===== src/rtl/la_pkg.sv =====
// Shared constants and types for the logic-analyser capture packer.
package la_pkg;

  localparam int unsigned RECORD_BITS = 64;
  localparam int unsigned LANES       = 4;
  localparam int unsigned WORD_BITS   = RECORD_BITS * LANES;

  // An all-zero record never comes from the datapath, so it marks unused lanes.
  localparam logic [RECORD_BITS-1:0] PAD_RECORD = '0;

  typedef enum logic [2:0] {
    StIdle,
    StArmed,
    StTriggered,
    StFlush,
    StDone
  } state_e;

endpackage


===== src/rtl/la_word_accumulator.sv =====
// Collects 64-bit records into a 256-bit word, lane 0 first.
// Lane 3 is never stored: the record that fills it completes the word combinationally.
module la_word_accumulator
  import la_pkg::*;
(
  input  logic                   clk_400mhz,
  input  logic                   rst_n,
  input  logic                   clear,
  input  logic                   push,
  input  logic                   take,
  input  logic [RECORD_BITS-1:0] rec,
  output logic [1:0]             fill,
  output logic                   complete,
  output logic [WORD_BITS-1:0]   word
);

  localparam int StoredLanes = int'(LANES) - 1;

  logic [RECORD_BITS-1:0] lane_q [StoredLanes];
  logic [1:0]             fill_q;

  assign fill     = fill_q;
  assign complete = push && (fill_q == 2'd3);

  // Word as it would leave now: stored lanes, the incoming record in the next lane, pad above.
  always_comb begin
    word = '0;
    for (int k = 0; k < StoredLanes; k++) begin
      if (k < int'(fill_q)) begin
        word[k*RECORD_BITS +: RECORD_BITS] = lane_q[k];
      end else if ((k == int'(fill_q)) && push) begin
        word[k*RECORD_BITS +: RECORD_BITS] = rec;
      end else begin
        word[k*RECORD_BITS +: RECORD_BITS] = PAD_RECORD;
      end
    end
    word[StoredLanes*RECORD_BITS +: RECORD_BITS] = complete ? rec : PAD_RECORD;
  end

  // Fill bookkeeping; a completing record that is not taken is dropped and the 3 lanes stay.
  always_ff @(posedge clk_400mhz or negedge rst_n) begin
    if (!rst_n) begin
      fill_q <= '0;
      for (int k = 0; k < StoredLanes; k++) lane_q[k] <= '0;
    end else if (clear || take) begin
      fill_q <= '0;
    end else if (push && !complete) begin
      fill_q <= fill_q + 2'd1;
      for (int k = 0; k < StoredLanes; k++) begin
        if (fill_q == 2'(k)) lane_q[k] <= rec;
      end
    end
  end

endmodule


===== src/rtl/la_capture_packer.sv =====
// Packs pod records into DRAM words written around a circular capture ring, with
// arm/trigger/post-trigger control and trigger-position, wrap and overflow status.
module la_capture_packer
  import la_pkg::*;
#(
  parameter int unsigned RING_BITS = 20,
  parameter int unsigned PTW_BITS  = 20
) (
  input  logic                   clk_400mhz,
  input  logic                   rst_n,
  input  logic                   in_valid,
  input  logic [RECORD_BITS-1:0] in_data,
  input  logic                   arm,
  input  logic                   abort,
  input  logic                   trigger,
  input  logic [PTW_BITS-1:0]    post_trig_words,
  output logic                   wr_valid,
  input  logic                   wr_ready,
  output logic [RING_BITS-1:0]   wr_addr,
  output logic [WORD_BITS-1:0]   wr_data,
  output logic                   busy,
  output logic                   done,
  output logic [RING_BITS-1:0]   trig_addr,
  output logic [1:0]             trig_lane,
  output logic                   wrapped,
  output logic                   overflow
);

  state_e              state_q;
  logic [PTW_BITS-1:0] ptw_q;
  logic [PTW_BITS-1:0] cnt_q;
  logic                pend_q;  // word holding the trigger record has not reached the register yet

  logic                 live;
  logic                 push;
  logic                 hs;
  logic                 reg_free;
  logic                 flush_load;
  logic                 load;
  logic                 drop;
  logic [1:0]           fill;
  logic                 complete;
  logic [WORD_BITS-1:0] acc_word;

  assign live       = (state_q == StArmed) || (state_q == StTriggered);
  assign push       = live && in_valid && !abort;
  assign hs         = wr_valid && wr_ready;
  assign reg_free   = !wr_valid || wr_ready;
  assign flush_load = (state_q == StFlush) && (fill != 2'd0) && reg_free && !abort;
  assign load       = (complete && reg_free) || flush_load;
  assign drop       = complete && !reg_free;

  assign busy = live || (state_q == StFlush);
  assign done = (state_q == StDone);

  la_word_accumulator u_acc (
    .clk_400mhz (clk_400mhz),
    .rst_n      (rst_n),
    .clear      (abort),
    .push       (push),
    .take       (load),
    .rec        (in_data),
    .fill       (fill),
    .complete   (complete),
    .word       (acc_word)
  );

  // Capture FSM, output register, ring addressing and sticky status.
  always_ff @(posedge clk_400mhz or negedge rst_n) begin
    if (!rst_n) begin
      state_q   <= StIdle;
      ptw_q     <= '0;
      cnt_q     <= '0;
      pend_q    <= 1'b0;
      wr_valid  <= 1'b0;
      wr_data   <= '0;
      wr_addr   <= '0;
      trig_addr <= '0;
      trig_lane <= '0;
      wrapped   <= 1'b0;
      overflow  <= 1'b0;
    end else begin
      // A pending word survives abort and is only retired by a handshake.
      if (load) begin
        wr_valid <= 1'b1;
        wr_data  <= acc_word;
      end else if (hs) begin
        wr_valid <= 1'b0;
      end
      if (hs) begin
        wr_addr <= wr_addr + RING_BITS'(1);
        if (wr_addr == '1) wrapped <= 1'b1;
      end
      if (drop) overflow <= 1'b1;

      if (abort) begin
        state_q <= StIdle;
      end else begin
        unique case (state_q)
          StIdle, StDone: begin
            if (arm) begin
              state_q   <= StArmed;
              ptw_q     <= post_trig_words;
              cnt_q     <= '0;
              pend_q    <= 1'b0;
              wr_addr   <= '0;
              trig_addr <= '0;
              trig_lane <= '0;
              wrapped   <= 1'b0;
              overflow  <= 1'b0;
            end
          end
          StArmed: begin
            if (trigger) begin
              // A word still in the register will take wr_addr, so ours lands one past it.
              trig_addr <= wr_addr + RING_BITS'(wr_valid);
              trig_lane <= fill;
              pend_q    <= !load;
              state_q   <= (ptw_q == '0) ? StFlush : StTriggered;
            end
          end
          StTriggered: begin
            if (load) begin
              if (pend_q) begin
                pend_q <= 1'b0;
              end else begin
                cnt_q <= cnt_q + PTW_BITS'(1);
                if (cnt_q + PTW_BITS'(1) == ptw_q) state_q <= StFlush;
              end
            end
          end
          StFlush: begin
            if ((fill == 2'd0) && reg_free) state_q <= StDone;
          end
          default: state_q <= StIdle;
        endcase
      end
    end
  end

endmodule


===== config.mk =====
export PLATFORM = sky130hd
export DESIGN_NAME = la_capture_packer
export DESIGN_NICKNAME = d
export VERILOG_FILES = /design/src/rtl/la_pkg.sv /design/src/rtl/la_word_accumulator.sv /design/src/rtl/la_capture_packer.sv
export SDC_FILE = /design/constraint.sdc
export NUM_CORES = 1
export LEC_CHECK = 0
export CORE_AREA = 5 5 227 229
export CTS_CLUSTER_SIZE = 28
export DETAILED_ROUTE_END_ITERATION = 7
export DIE_AREA = 0 0 232 234
export PLACE_DENSITY_LB_ADDON = 0.25
export SYNTH_ARGS = -nofsm -noshare
export SYNTH_HDL_FRONTEND = slang
export SYNTH_HIERARCHICAL = 1
export SYNTH_SLANG_ARGS = --single-unit

===== constraint.sdc =====
create_clock -name clk_400mhz -period 9.8 [get_ports clk_400mhz]
set_input_delay 1.47 -clock clk_400mhz [delete_from_list [all_inputs] [get_ports clk_400mhz]]
set_output_delay 1.47 -clock clk_400mhz [all_outputs]
set_load 0.1 [all_outputs]

# Word level (Yosys, flattened, before mapping)
# Index checks and enable logic that the tools add are counted.
# op_classes
mux	46
reduce_logical	43
bitwise_logic	2
eq_ne	21
n_addsub	4
n_lt_le_gt_ge	3
# ops
cell	n
$mux 64	7
$mux 20	8
$pmux 20 s2	2
$add 20x1->20 const B	2
$mux 3	7
$add 20x1->20	1
$eq 20x20->1	1
$eq 20x20->1 const B	1
$logic_not 20->1	1
$mux 1	15
$logic_and 1x1->1	14
$ne 3x3->1 const B	4
$pmux 3 s4	1
$reduce_and 3->1	4
$reduce_and 5->1	2
$reduce_bool 2->1	5
$mux 2	4
$ne 2x2->1 const B	4
$eq 3x2->1 const B	2
$ne 3x2->1 const B	2
$reduce_and 6->1	1
$logic_not 1->1	5
$logic_or 1x1->1	5
$eq 2x2->1 const A	2
other kinds (15)	19
# totals
output_inout_bits	303
word_cells	134
regBits	539
in_bits	91

# Logic depth before layout (Yosys ltp)
# Gate-level depths: netlist (run 1).
# depth
ltp_word	10
ltp_mapped	15
mapped_depth_nobuf	9

# By module
# The synthesis (run 1) kept the hierarchy.
# by_module_without_submodules
mod	cells_each	seq_area_each_um2	area_per_inst_um2	n_inst
la_capture_packer	1109	8633.3	14328.7	1
la_word_accumulator	872	4854.7	9968.3	1

# Worst setup path after synthesis (run 1)
# Ideal clock, no wire load.
# synth_path
kind	input -> register
startpoint	input port abort
endpoint	register u_acc/lane_q[10] (netlist name)
stages	11
setup_time_ns	0.125
t_required_ns	9.675
n_path_buf	4
slack_ns	5.851
t_arrival_ns	3.824
path_cell_list	nor2_2 -> and3_1 -> buf_2 -> clkbuf_1 -> and2_1 -> a41oi_2 -> nor2_4 -> buf_2 -> nor4_4 -> buf_6 -> mux2_2
# synth_between
elab_chain_len	8
word_cells_on_any_way	11
classes_between	1 x bitwise; 10 x reduce/logical
# synth_lines
element	line_no	rtl
start, declared	la_capture_packer.sv:14	input logic abort,
$logic_not 1->1	la_capture_packer.sv:46	assign push = live && in_valid && !abort;
$logic_and 1x1->1	la_capture_packer.sv:46	
named net push	la_capture_packer.sv:35	logic push;
$logic_and 1x1->1	la_word_accumulator.sv:23	assign complete = push && (fill_q == 2'd3);
named net complete	la_capture_packer.sv:42	logic complete;
$logic_and 1x1->1	la_capture_packer.sv:50	assign load = (complete && reg_free) || flush_load;
$logic_or 1x1->1	la_capture_packer.sv:50	
named net load	la_capture_packer.sv:39	logic load;
$logic_or 1x1->1	la_word_accumulator.sv:45	end else if (clear || take) begin
$not 1->1 (no source line)	-	
$reduce_and 3->1 (no source line)	-	
end signal, assigned by index	la_word_accumulator.sv:50	if (fill_q == 2'(k)) lane_q[k] <= rec;
end, declared	la_word_accumulator.sv:19	logic [RECORD_BITS-1:0] lane_q [StoredLanes];
# The timed path passes the listed nets, and every way through them passes these cells.
# A chain may end at the register's enable or synchronous reset.

# Worst setup path in the final report (run 1)
# layout_path
startpoint	input port abort
endpoint	register wr_data[51]
# layout_between
elab_chain_len	5
word_cells_on_any_way	9
classes_between	2 x mux; 7 x reduce/logical
# layout_lines
element	line_no	rtl
$logic_not 1->1	la_capture_packer.sv:46	
$logic_and 1x1->1	la_capture_packer.sv:46	
named net push	la_capture_packer.sv:35	
$logic_and 1x1->1	la_word_accumulator.sv:23	
named net complete	la_capture_packer.sv:42	
$logic_and 1x1->1	la_capture_packer.sv:50	
$logic_or 1x1->1	la_capture_packer.sv:50	
end signal, assigned	la_capture_packer.sv:86	wr_data <= acc_word;
end, declared	la_capture_packer.sv:20	output logic [WORD_BITS-1:0] wr_data,
# The timed path passes the listed nets, and every way through them passes these cells.

==> impl_metrics.json, run 1 <==
{
  "dr.first_iter.drc_count": 1328,
  "path_delay_family": "buffers and inverters",
  "grt_remaining_overflow": 0,
  "worstMarginPinSlew_ps": 1180,
  "ir_worst_vdd_mv": 0.141,
  "yosys.area.top_type": "dfrtp_1",
  "setup_viol": 0,
  "dp_hpwl_mm": 41.7,
  "initial_core_util_pct": 49.1,
  "power.leakage_uw": 0.0144,
  "setup-tns-final_ps": 0,
  "end_kind": "flop",
  "cap_violations": 0,
  "worstSetupPathType": "in -> reg",
  "hold_ws_ps": 481,
  "synth_ff_type": "dfrtp_1",
  "grt_pass1_vias": 17887,
  "cp_cell_sequence": "clkdlybuf4s50_1 > nor2_2 > and3_4 > and2_1 > a41oi_2 > nor2_4 > buf_4 > buf_4 > mux2_2",
  "critPathLaunchType": "input port",
  "r2r_cells": 8,
  "cp_slowest_cell": "buf_4",
  "cts.clk_slew.worst_paths_ps": 60,
  "skew_ps": 17.7,
  "synth.area.top_cells": "dfrtp_1, mux2_2, a22o_1",
  "min_period_over_period_pct": 56.7,
  "worstPathMaxFanout": 75,
  "rsz0062_at_grt": "false",
  "fp.dieH_um": 234,
  "grt_max_degree": 175,
  "htree_levels": 2,
  "antenna_left": 0,
  "min_path_cells": 2,
  "grt_use_total_pct": 24.0,
  "post-route-cell-area_um2": 30600,
  "ys_warn_count": 6,
  "globalplace.congestion": 0.871,
  "portBuffers": 393,
  "power_frac_clock_pct": 42.1,
  "outcome": "finished clean",
  "avgSynthCellArea_um2": 12.3,
  "place_area_um2": 28700,
  "ys_types": 52,
  "rows": 82,
  "antenna_found_initial": 1,
  "p_comb_share_pct": 10.5,
  "num_vias": 17261,
  "cpMostUsedCell": "buf_4",
  "die-area_um2": 54300,
  "clockRootBuffer": "clkbuf_16",
  "coreArea_um2": 49500,
  "syn-num-nets": 2081,
  "cts_tree": "built",
  "synth-edff-count": 0,
  "hp-class": "reg -> reg",
  "worst-path-stages": 9,
  "dr.pass1.iters": 5,
  "max_stage_delay_ps": 810,
  "post-place-cells": 2924,
  "post_cts_resized": 0,
  "vias_per_cell": 5.70,
  "yosysSeqAreaShare_pct": 55.5,
  "power.switching_uw": 1330,
  "postCtsSetupBuffers": 0,
  "drv_slew": 0,
  "synth_cells": 1981,
  "power_density_nw_per_um2": 176,
  "slew_headroom_pct": 21.2,
  "finalHoldViolations": 0,
  "clk-insertion-delay-late_ps": 600,
  "ys_async_sr_fraction_pct": 100,
  "postRouteWirelength_mm": 66.2,
  "io-pin-count": 394,
  "cts.sinks": 539,
  "grt_pass1_wl_mm": 104,
  "wl_per_cell_um": 21.9,
  "instances_no_fill": 3028,
  "drive_gt1_share_pct": 23.7,
  "worst_ep_arrival_time_ps": 6040,
  "worstPathRequired_ps": 10290,
  "cts_buffers": 56,
  "fin_nets": 2410,
  "timing.critical_path.buf_inv": 3,
  "syn_to_final_growth_pct": 26.1,
  "drc": 0,
  "die_w_um": 232,
  "max_freq_mhz": 180,
  "synth_top_area_share_pct": 55.5,
  "p_int_uw": 4060,
  "fill_cells": 3887,
  "cts_hold_buffers": 0,
  "finalCriticalPeriod_ps": 5560,
  "synth_seq_cells": 539,
  "synth_area_um2": 24300,
  "pwr-share-seq_pct": 47.4,
  "cts_buffer_depth": 3,
  "sw_frac_of_total_pct": 24.6
}
logic make-up (layout without fill, tap and decap cells):
family / count (synthesis) / count (layout) / share of synthesized area (%)
flip-flops: 539 / 539 / 55.5
multiplexers: 449 / 449 / 20.8
AND/OR/NAND/NOR: 405 / 405 / 8.55
AO/OA/AOI/OAI: 296 / 296 / 8.44
buffers and inverters: 218 / 591 / 3.89
XOR/XNOR: 65 / 65 / 2.34
adder cells (fa/ha/maj): 9 / 9 / 0.463
other: 0 / 2 / 0
synthesized netlist by cell type, types with 2 or more instances:
cell	number
mux2_1	25
nor2b_1	5
a21oi_1	17
nor2_1	49
nor3_1	10
o31ai_1	12
nand3b_1	2
or3_1	9
buf_1	8
nor4_1	12
mux2_2	423
nor4b_1	2
nand2_2	2
xor2_1	27
and3_1	74
nand3_1	103
and4_1	3
nand2b_1	5
xnor2_1	38
buf_4	2
a22o_1	129
a31oi_1	8
o22ai_1	2
nand2_1	99
inv_1	76
dfrtp_1	539
buf_6	8
o31ai_2	2
o21ai_1	9
nand4_1	12
clkbuf_1	77
o21ai_0	111
and2_1	8
buf_2	47
ha_1	9
power groups by stage:
| stage | clock network, µW | registers, µW | logic, µW |
|---|---|---|---|
| floorplan | 0 | 2570 | 360 |
| global placement | 0 | 2580 | 545 |
| global route | 2410 | 2580 | 632 |
| detailed placement | 0 | 2590 | 568 |
| finish | 2270 | 2550 | 566 |
| CTS | 2320 | 2550 | 572 |
area by class of cell:
| cell class | count | area, µm² | area share (%) |
|---|---|---|---|
| Timing Repair Buffer | 413 | 4110 | 13.4 |
| Sequential cell | 539 | 13500 | 44.0 |
| Antenna cell | 2 | 5.00 | 0.0163 |
| Multi-Input combinational cell | 1224 | 9920 | 32.4 |
| Clock inverter | 26 | 365 | 1.19 |
| Tap cell | 672 | 841 | 2.75 |
| Inverter | 76 | 285 | 0.931 |
| Clock buffer | 76 | 1610 | 5.25 |
worst reg2reg max path, stage by stage, from the launching register on:
cell and delay [ps]:
dfrtp_1 630, xor2_1 220, and3_4 740, and2_1 280, a41oi_2 80, nor2_4 330
buf_4 810, buf_4 850, mux2_2 440
sequential cells by signal, indices dropped and copies added, names as in the netlist:
signal / flops
wr_data: 256
pend_q: 1
u_acc/lane_q: 192
trig_addr: 20
state_q: 3
trig_lane: 2
cnt_q: 20
overflow: 1
u_acc/fill: 2
ptw_q: 20
wr_addr: 20
wrapped: 1
wr_valid: 1
cell usage in the layout, fill, tap and decap left out, types with 3 or more instances in the layout:
| cell | netlist | final |
|---|---|---|
| and3_1 | 74 | 72 |
| xnor2_1 | 38 | 38 |
| o21ai_1 | 9 | 9 |
| xor2_1 | 27 | 27 |
| nand3_1 | 103 | 103 |
| a31oi_1 | 8 | 8 |
| nand2_1 | 99 | 99 |
| bufinv_16 | 0 | 9 |
| clkinv_2 | 0 | 14 |
| nor2b_1 | 5 | 5 |
| o31ai_1 | 12 | 12 |
| nor4_1 | 12 | 12 |
| a22o_1 | 129 | 129 |
| and2_1 | 8 | 8 |
| inv_1 | 76 | 76 |
| mux2_1 | 25 | 25 |
| clkbuf_1 | 77 | 8 |
| mux2_2 | 423 | 423 |
| nand2b_1 | 5 | 5 |
| a21oi_1 | 17 | 17 |
| clkbuf_16 | 0 | 57 |
| nand4_1 | 12 | 12 |
| clkdlybuf4s50_1 | 0 | 392 |
| or3_1 | 9 | 9 |
| o21ai_0 | 111 | 111 |
| buf_4 | 2 | 18 |
| nor3_1 | 10 | 10 |
| ha_1 | 9 | 6 |
| dfrtp_1 | 539 | 538 |
| clkbuf_8 | 0 | 11 |
| nor2_1 | 49 | 48 |
| and4_1 | 3 | 3 |
path summary, 6_finish.rpt:
check | start | end | slack, ps
max | abort | wr_data[51] | 4240
min | trig_addr[4] | trig_addr[4] | 480
max reg2reg | state_q[1] | wr_data[51] | 5320
min reg2reg | trig_addr[4] | trig_addr[4] | 480
max in group asynchronous | rst_n | wr_data[234] | 6820
min in group asynchronous | rst_n | trig_addr[10] | 930
per-stage QoR:
step | setup WS [ps] | utilization, % | power [µW]
after floorplan | 5850 | - | 2930
after global placement | 3790 | 57.9 | 3120
after detailed placement | 3660 | 57.9 | 3160
after CTS | 4280 | 61.9 | 5440
after global routing | 4030 | 61.9 | 5610
final | 4240 | 61.9 | 5390
per-layer routing:
metal | share of wire [%] | track usage, % | wire length, µm
met5 | 0.023 | 0 | 15
met3 | 6.4 | 5.23 | 4220
met2 | 48 | 39.3 | 31700
met4 | 2.8 | 6.83 | 1850
met1 | 43 | 32.7 | 28400
(Power assumes the default switching activity.)
==> run 2, diff against run 1 <==
--- a/config.mk
+++ b/config.mk
@@ -5,10 +5,10 @@
 export SDC_FILE = /design/constraint.sdc
 export NUM_CORES = 1
 export LEC_CHECK = 0
-export CORE_AREA = 5 5 227 229
+export CORE_AREA = 5 5 229 231
 export CTS_CLUSTER_SIZE = 28
 export DETAILED_ROUTE_END_ITERATION = 7
-export DIE_AREA = 0 0 232 234
+export DIE_AREA = 0 0 234 236
 export PLACE_DENSITY_LB_ADDON = 0.25
 export SYNTH_ARGS = -nofsm -noshare
 export SYNTH_HDL_FRONTEND = slang
==> constraint.sdc (replaced) <==
create_clock -name clk_400mhz -period 4.7 [get_ports clk_400mhz]
set_input_delay 0.705 -clock clk_400mhz [delete_from_list [all_inputs] [get_ports clk_400mhz]]
set_output_delay 0.705 -clock clk_400mhz [all_outputs]
set_load 0.1 [all_outputs]
==> impl_metrics.json, run 2 (synthesis results as in run 1) <==
{
  "postCtsSetupBuffers": 0,
  "setup-tns-final_ps": 0,
  "wl_per_cell_um": 22.0,
  "reg2reg_slack_ps": 1180,
  "cts.sinks": 539,
  "ir_worst_vdd_mv": 0.301,
  "grt_use_total_pct": 23.8,
  "post-place-cells": 2934,
  "worstPathRequired_ps": 5190,
  "reg2reg_from": "state_q[1]",
  "fp.dieH_um": 236,
  "grt_pass1_wl_mm": 105,
  "hp-class": "in -> async",
  "power_frac_clock_pct": 41.7,
  "post-route-cell-area_um2": 30800,
  "top_register": "wr_data",
  "coreArea_um2": 49900,
  "finalCriticalPeriod_ps": 3520,
  "top_regs": "wr_data: 256 flops, u_acc/lane_q: 192 flops",
  "cts_tree": "built",
  "max_freq_mhz": 284,
  "io-pin-count": 394,
  "drive_gt1_share_pct": 24.0,
  "clockRootBuffer": "clkbuf_16",
  "worstSetupPathType": "reg -> reg",
  "layout_common_cells": "dfrtp_1, mux2_2, clkdlybuf4s50_1",
  "power_density_nw_per_um2": 363,
  "worstPathMaxFanout": 95,
  "antenna_left": 0,
  "cap_violations": 0,
  "p_comb_share_pct": 10.5,
  "fin_total_pwr_uw": 11200,
  "drv_slew": 0,
  "vias_per_cell": 5.64,
  "drc": 0,
  "end_kind": "flop",
  "finalHoldViolations": 0,
  "antenna_found_initial": 2,
  "skew_ps": 26.2,
  "grt_max_degree": 174,
  "globalplace.congestion": 0.862,
  "setup_viol": 0,
  "dr.pass1.iters": 5,
  "r2r_cells": 7,
  "instances_no_fill": 3039,
  "dp_hpwl_mm": 43.4,
  "power.leakage_uw": 0.0144,
  "die-area_um2": 55200,
  "min_period_over_period_pct": 74.9,
  "mostFrequentLayoutCell": "dfrtp_1",
  "power.switching_uw": 2760,
  "dr.first_iter.drc_count": 1557,
  "critPathLaunchType": "flop",
  "post_cts_resized": 0,
  "clk-insertion-delay-late_ps": 610,
  "grt_pass1_vias": 17744,
  "cts_hold_buffers": 0,
  "rsz0062_at_grt": "false",
  "pwr-share-seq_pct": 47.8,
  "grt_remaining_overflow": 0,
  "num_vias": 17153,
  "cts_buffers": 56,
  "cts.clk_slew.worst_paths_ps": 60,
  "slew_headroom_pct": 24.0,
  "postRouteWirelength_mm": 66.7,
  "fin_nets": 2420,
  "portBuffers": 393,
  "worstMarginPinSlew_ps": 1140,
  "sw_frac_of_total_pct": 24.8,
  "rows": 82,
  "cts_buffer_depth": 3,
  "rr_endpoint": "u_acc/lane_q[91]",
  "htree_levels": 2,
  "largest_reg_flops": 256,
  "syn_to_final_growth_pct": 26.6,
  "outcome": "finished clean",
  "place_area_um2": 28800,
  "initial_core_util_pct": 48.7,
  "worst_ep_arrival_time_ps": 4010,
  "p_int_uw": 8390,
  "die_w_um": 234
}
==> run 2: changes by cell type in the layout (fill, tap and decap cells not counted), moves of 4 or more <==
cell and change:
buf_4 +4, clkinv_2 -8, buf_12 +6, clkbuf_8 +14, bufinv_16 -5
==> run 2: power by group through the flow <==
stage / Combinational [µW] / Clock [µW] / Sequential (µW)
finish: 1170 / 4650 / 5330
global route: 1310 / 4950 / 5380
CTS: 1190 / 4750 / 5330
detailed placement: 1190 / 0 / 5400
global placement: 1140 / 0 / 5380
floorplan: 752 / 0 / 5350
==> run 2: cell type report <==
cell class	instances	area, µm²
Sequential cell	539	13500
Antenna cell	2	5.00
Inverter	76	285
Clock inverter	13	183
Fill cell	4021	19100
Clock buffer	90	1780
Multi-Input combinational cell	1224	9920
Tap cell	672	841
Timing Repair Buffer	423	4260
==> run 2: worst max-delay path by stage <==
stage / start / end / slack [ps] / depth (start not counted)
after floorplan: state_q[1] / u_acc/lane_q[10] / 1400 / 13
after global placement: abort / u_acc/lane_q[107] / 770 / 8
after detailed placement: abort / wr_data[242] / 750 / 9
after CTS: state_q[1] / done / 1180 / 3
after global routing: state_q[1] / done / 1060 / 3
final: state_q[1] / u_acc/lane_q[91] / 1180 / 7
==> run 2: per-layer routing <==
metal | vias to the layer above | wire [µm] | track usage (%)
li1 | 7727 | - | -
met3 | 110 | 4490 | 5.70
met4 | 2 | 2190 | 7.56
met2 | 489 | 32100 | 38.8
met1 | 8825 | 27900 | 31.5
met5 | - | 13 | 0
==> run 2: critical path, stage by stage, from the launching register on <==
cell     delay (ps)
dfrtp_1         650
xor2_1          250
and3_4          230
buf_4           340
buf_4           780
nand4_4         140
buf_4           410
mux2_2          370
==> run 2: per-stage QoR <==
stage                     utilization, %  setup WS, ps  hold WS, ps
after floorplan                        -          1400          409
after global placement              57.8           766          464
after detailed placement            57.8           747          467
after CTS                           61.7          1180          166
after global routing                61.7          1060          193
final                               61.7          1180          140
==> run 3, diff against run 2 <==
--- a/config.mk
+++ b/config.mk
@@ -5,10 +5,10 @@
 export SDC_FILE = /design/constraint.sdc
 export NUM_CORES = 1
 export LEC_CHECK = 0
-export CORE_AREA = 5 5 229 231
+export CORE_AREA = 5 5 227 229
 export CTS_CLUSTER_SIZE = 28
 export DETAILED_ROUTE_END_ITERATION = 7
-export DIE_AREA = 0 0 234 236
+export DIE_AREA = 0 0 232 234
 export PLACE_DENSITY_LB_ADDON = 0.25
 export SYNTH_ARGS = -nofsm -noshare
 export SYNTH_HDL_FRONTEND = slang
==> constraint.sdc (replaced) <==
create_clock -name clk_400mhz -period 3.5 [get_ports clk_400mhz]
set_input_delay 0.525 -clock clk_400mhz [delete_from_list [all_inputs] [get_ports clk_400mhz]]
set_output_delay 0.525 -clock clk_400mhz [all_outputs]
set_load 0.1 [all_outputs]
==> impl_metrics.json, run 3 (synthesis results as in run 1) <==
{
  "outcome": "finished clean",
  "post-place-cells": 2950,
  "die-area_um2": 54300,
  "critPathLaunchType": "flop",
  "ir_worst_vdd_mv": 0.412,
  "initial_core_util_pct": 49.1,
  "postCtsSetupBuffers": 0,
  "post_cts_resized": 0,
  "instances_no_fill": 3054,
  "dr.pass1.iters": 5,
  "setup_viol": 0,
  "antenna_found_initial": 1,
  "globalplace.congestion": 0.884,
  "drive_gt1_share_pct": 24.9,
  "worstSetupPathType": "reg -> reg",
  "slew_headroom_pct": 25.9,
  "clockRootBuffer": "clkbuf_16",
  "htree_levels": 2,
  "io-pin-count": 394,
  "coreArea_um2": 49500,
  "postRouteWirelength_mm": 65.6,
  "min_period_over_period_pct": 85.8,
  "worstPathMaxFanout": 92,
  "fill_cells": 3946,
  "setup_ws_ps": 497,
  "clk-insertion-delay-late_ps": 620,
  "grt_remaining_overflow": 0,
  "layout_common_cells": "dfrtp_1, mux2_2, clkdlybuf4s50_1",
  "worstMarginPinSlew_ps": 1110,
  "grt_max_degree": 93,
  "fin_nets": 2438,
  "largest_reg_flops": 256,
  "max_freq_mhz": 333,
  "grt_use_total_pct": 23.6,
  "worstPathRequired_ps": 3990,
  "end_kind": "flop",
  "cap_violations": 0,
  "rsz0062_at_grt": "false",
  "mostFrequentLayoutCell": "dfrtp_1",
  "cts_hold_buffers": 1,
  "portBuffers": 393,
  "power_density_nw_per_um2": 486,
  "dr.first_iter.drc_count": 1015,
  "drc": 0,
  "syn_to_final_growth_pct": 27.3,
  "die_w_um": 232,
  "wl_per_cell_um": 21.5,
  "place_ws_ps": 135,
  "antenna_left": 0,
  "cts.clk_slew.worst_paths_ps": 60,
  "rows": 82,
  "finish.utilization_pct": 62.6,
  "seq_area_um2": 13500,
  "cts_tree": "built",
  "cts_buffers": 57,
  "hp-class": "in -> reg",
  "dp_hpwl_mm": 43.3,
  "worst_ep_arrival_time_ps": 3500,
  "grt_pass1_wl_mm": 102,
  "finalCriticalPeriod_ps": 3000,
  "power.leakage_uw": 0.0145,
  "finalHoldViolations": 0,
  "antenna_cells": 0,
  "top_regs": "wr_data: 256 flops, u_acc/lane_q: 192 flops",
  "top_register": "wr_data",
  "setup-tns-final_ps": 0,
  "cts_buffer_depth": 3,
  "cts.sinks": 539,
  "fp.dieH_um": 234,
  "num_vias": 17130,
  "grt_pass1_vias": 17689,
  "multiInputGateArea_um2": 9920,
  "drv_slew": 0,
  "vias_per_cell": 5.61,
  "skew_ps": 22.9
}
-- run 3: final timing paths --
| check | endpoint | slack [ps] | startpoint | depth (start not counted) |
|---|---|---|---|---|
| max in group asynchronous | wr_data[181] | 1900 | rst_n | 4 |
| min | ptw_q[16] | 450 | post_trig_words[16] | 3 |
| max reg2reg | wr_data[23] | 500 | state_q[0] | 8 |
| min reg2reg | trig_addr[3] | 480 | trig_addr[3] | 2 |
| min in group asynchronous | trig_addr[13] | 480 | rst_n | 2 |
| max | wr_data[23] | 500 | state_q[0] | 8 |
-- run 3: metal layers --
| metal | share of wire, % | track usage [%] | routed length (µm) | vias to the layer above |
|---|---|---|---|---|
| li1 | - | - | - | 7765 |
| met2 | 49 | 39.6 | 32200 | 428 |
| met3 | 5.2 | 4.25 | 3440 | 99 |
| met1 | 43 | 31.7 | 28100 | 8836 |
| met4 | 2.8 | 7.09 | 1820 | 2 |
| met5 | 0.018 | 0 | 12 | - |
-- run 3: power breakdown --
group,switching [µW],internal (µW)
logic,868,734
registers,346,6790
clock network,2520,3780
-- run 3: per-stage QoR --
| step | hold slack (ps) | instance area [µm²] | total power, µW |
|---|---|---|---|
| after floorplan | 229 | 24300 | 8190 |
| after global placement | 466 | 29000 | 8770 |
| after detailed placement | 468 | 29000 | 8840 |
| after CTS | 411 | 30900 | 15200 |
| after global routing | 449 | 30900 | 15700 |
| final | 451 | 30900 | 15000 |
-- run 3: area by class of cell --
| type | instances | share of cell area (%) |
|---|---|---|
| Clock buffer | 78 | 5.16 |
| Multi-Input combinational cell | 1224 | 32.1 |
| Tap cell | 672 | 2.72 |
| Inverter | 76 | 0.922 |
| Clock inverter | 25 | 1.16 |
| Sequential cell | 539 | 43.6 |
| Timing Repair Buffer | 440 | 14.4 |
-- run 3: critical path: stages (launching register included) --
cell,delay [ps]
dfrtp_1,580
xor2_1,190
and3_4,270
and2_1,180
a41oi_2,70
nor2_4,260
buf_12,450
buf_4,410
mux2_2,380
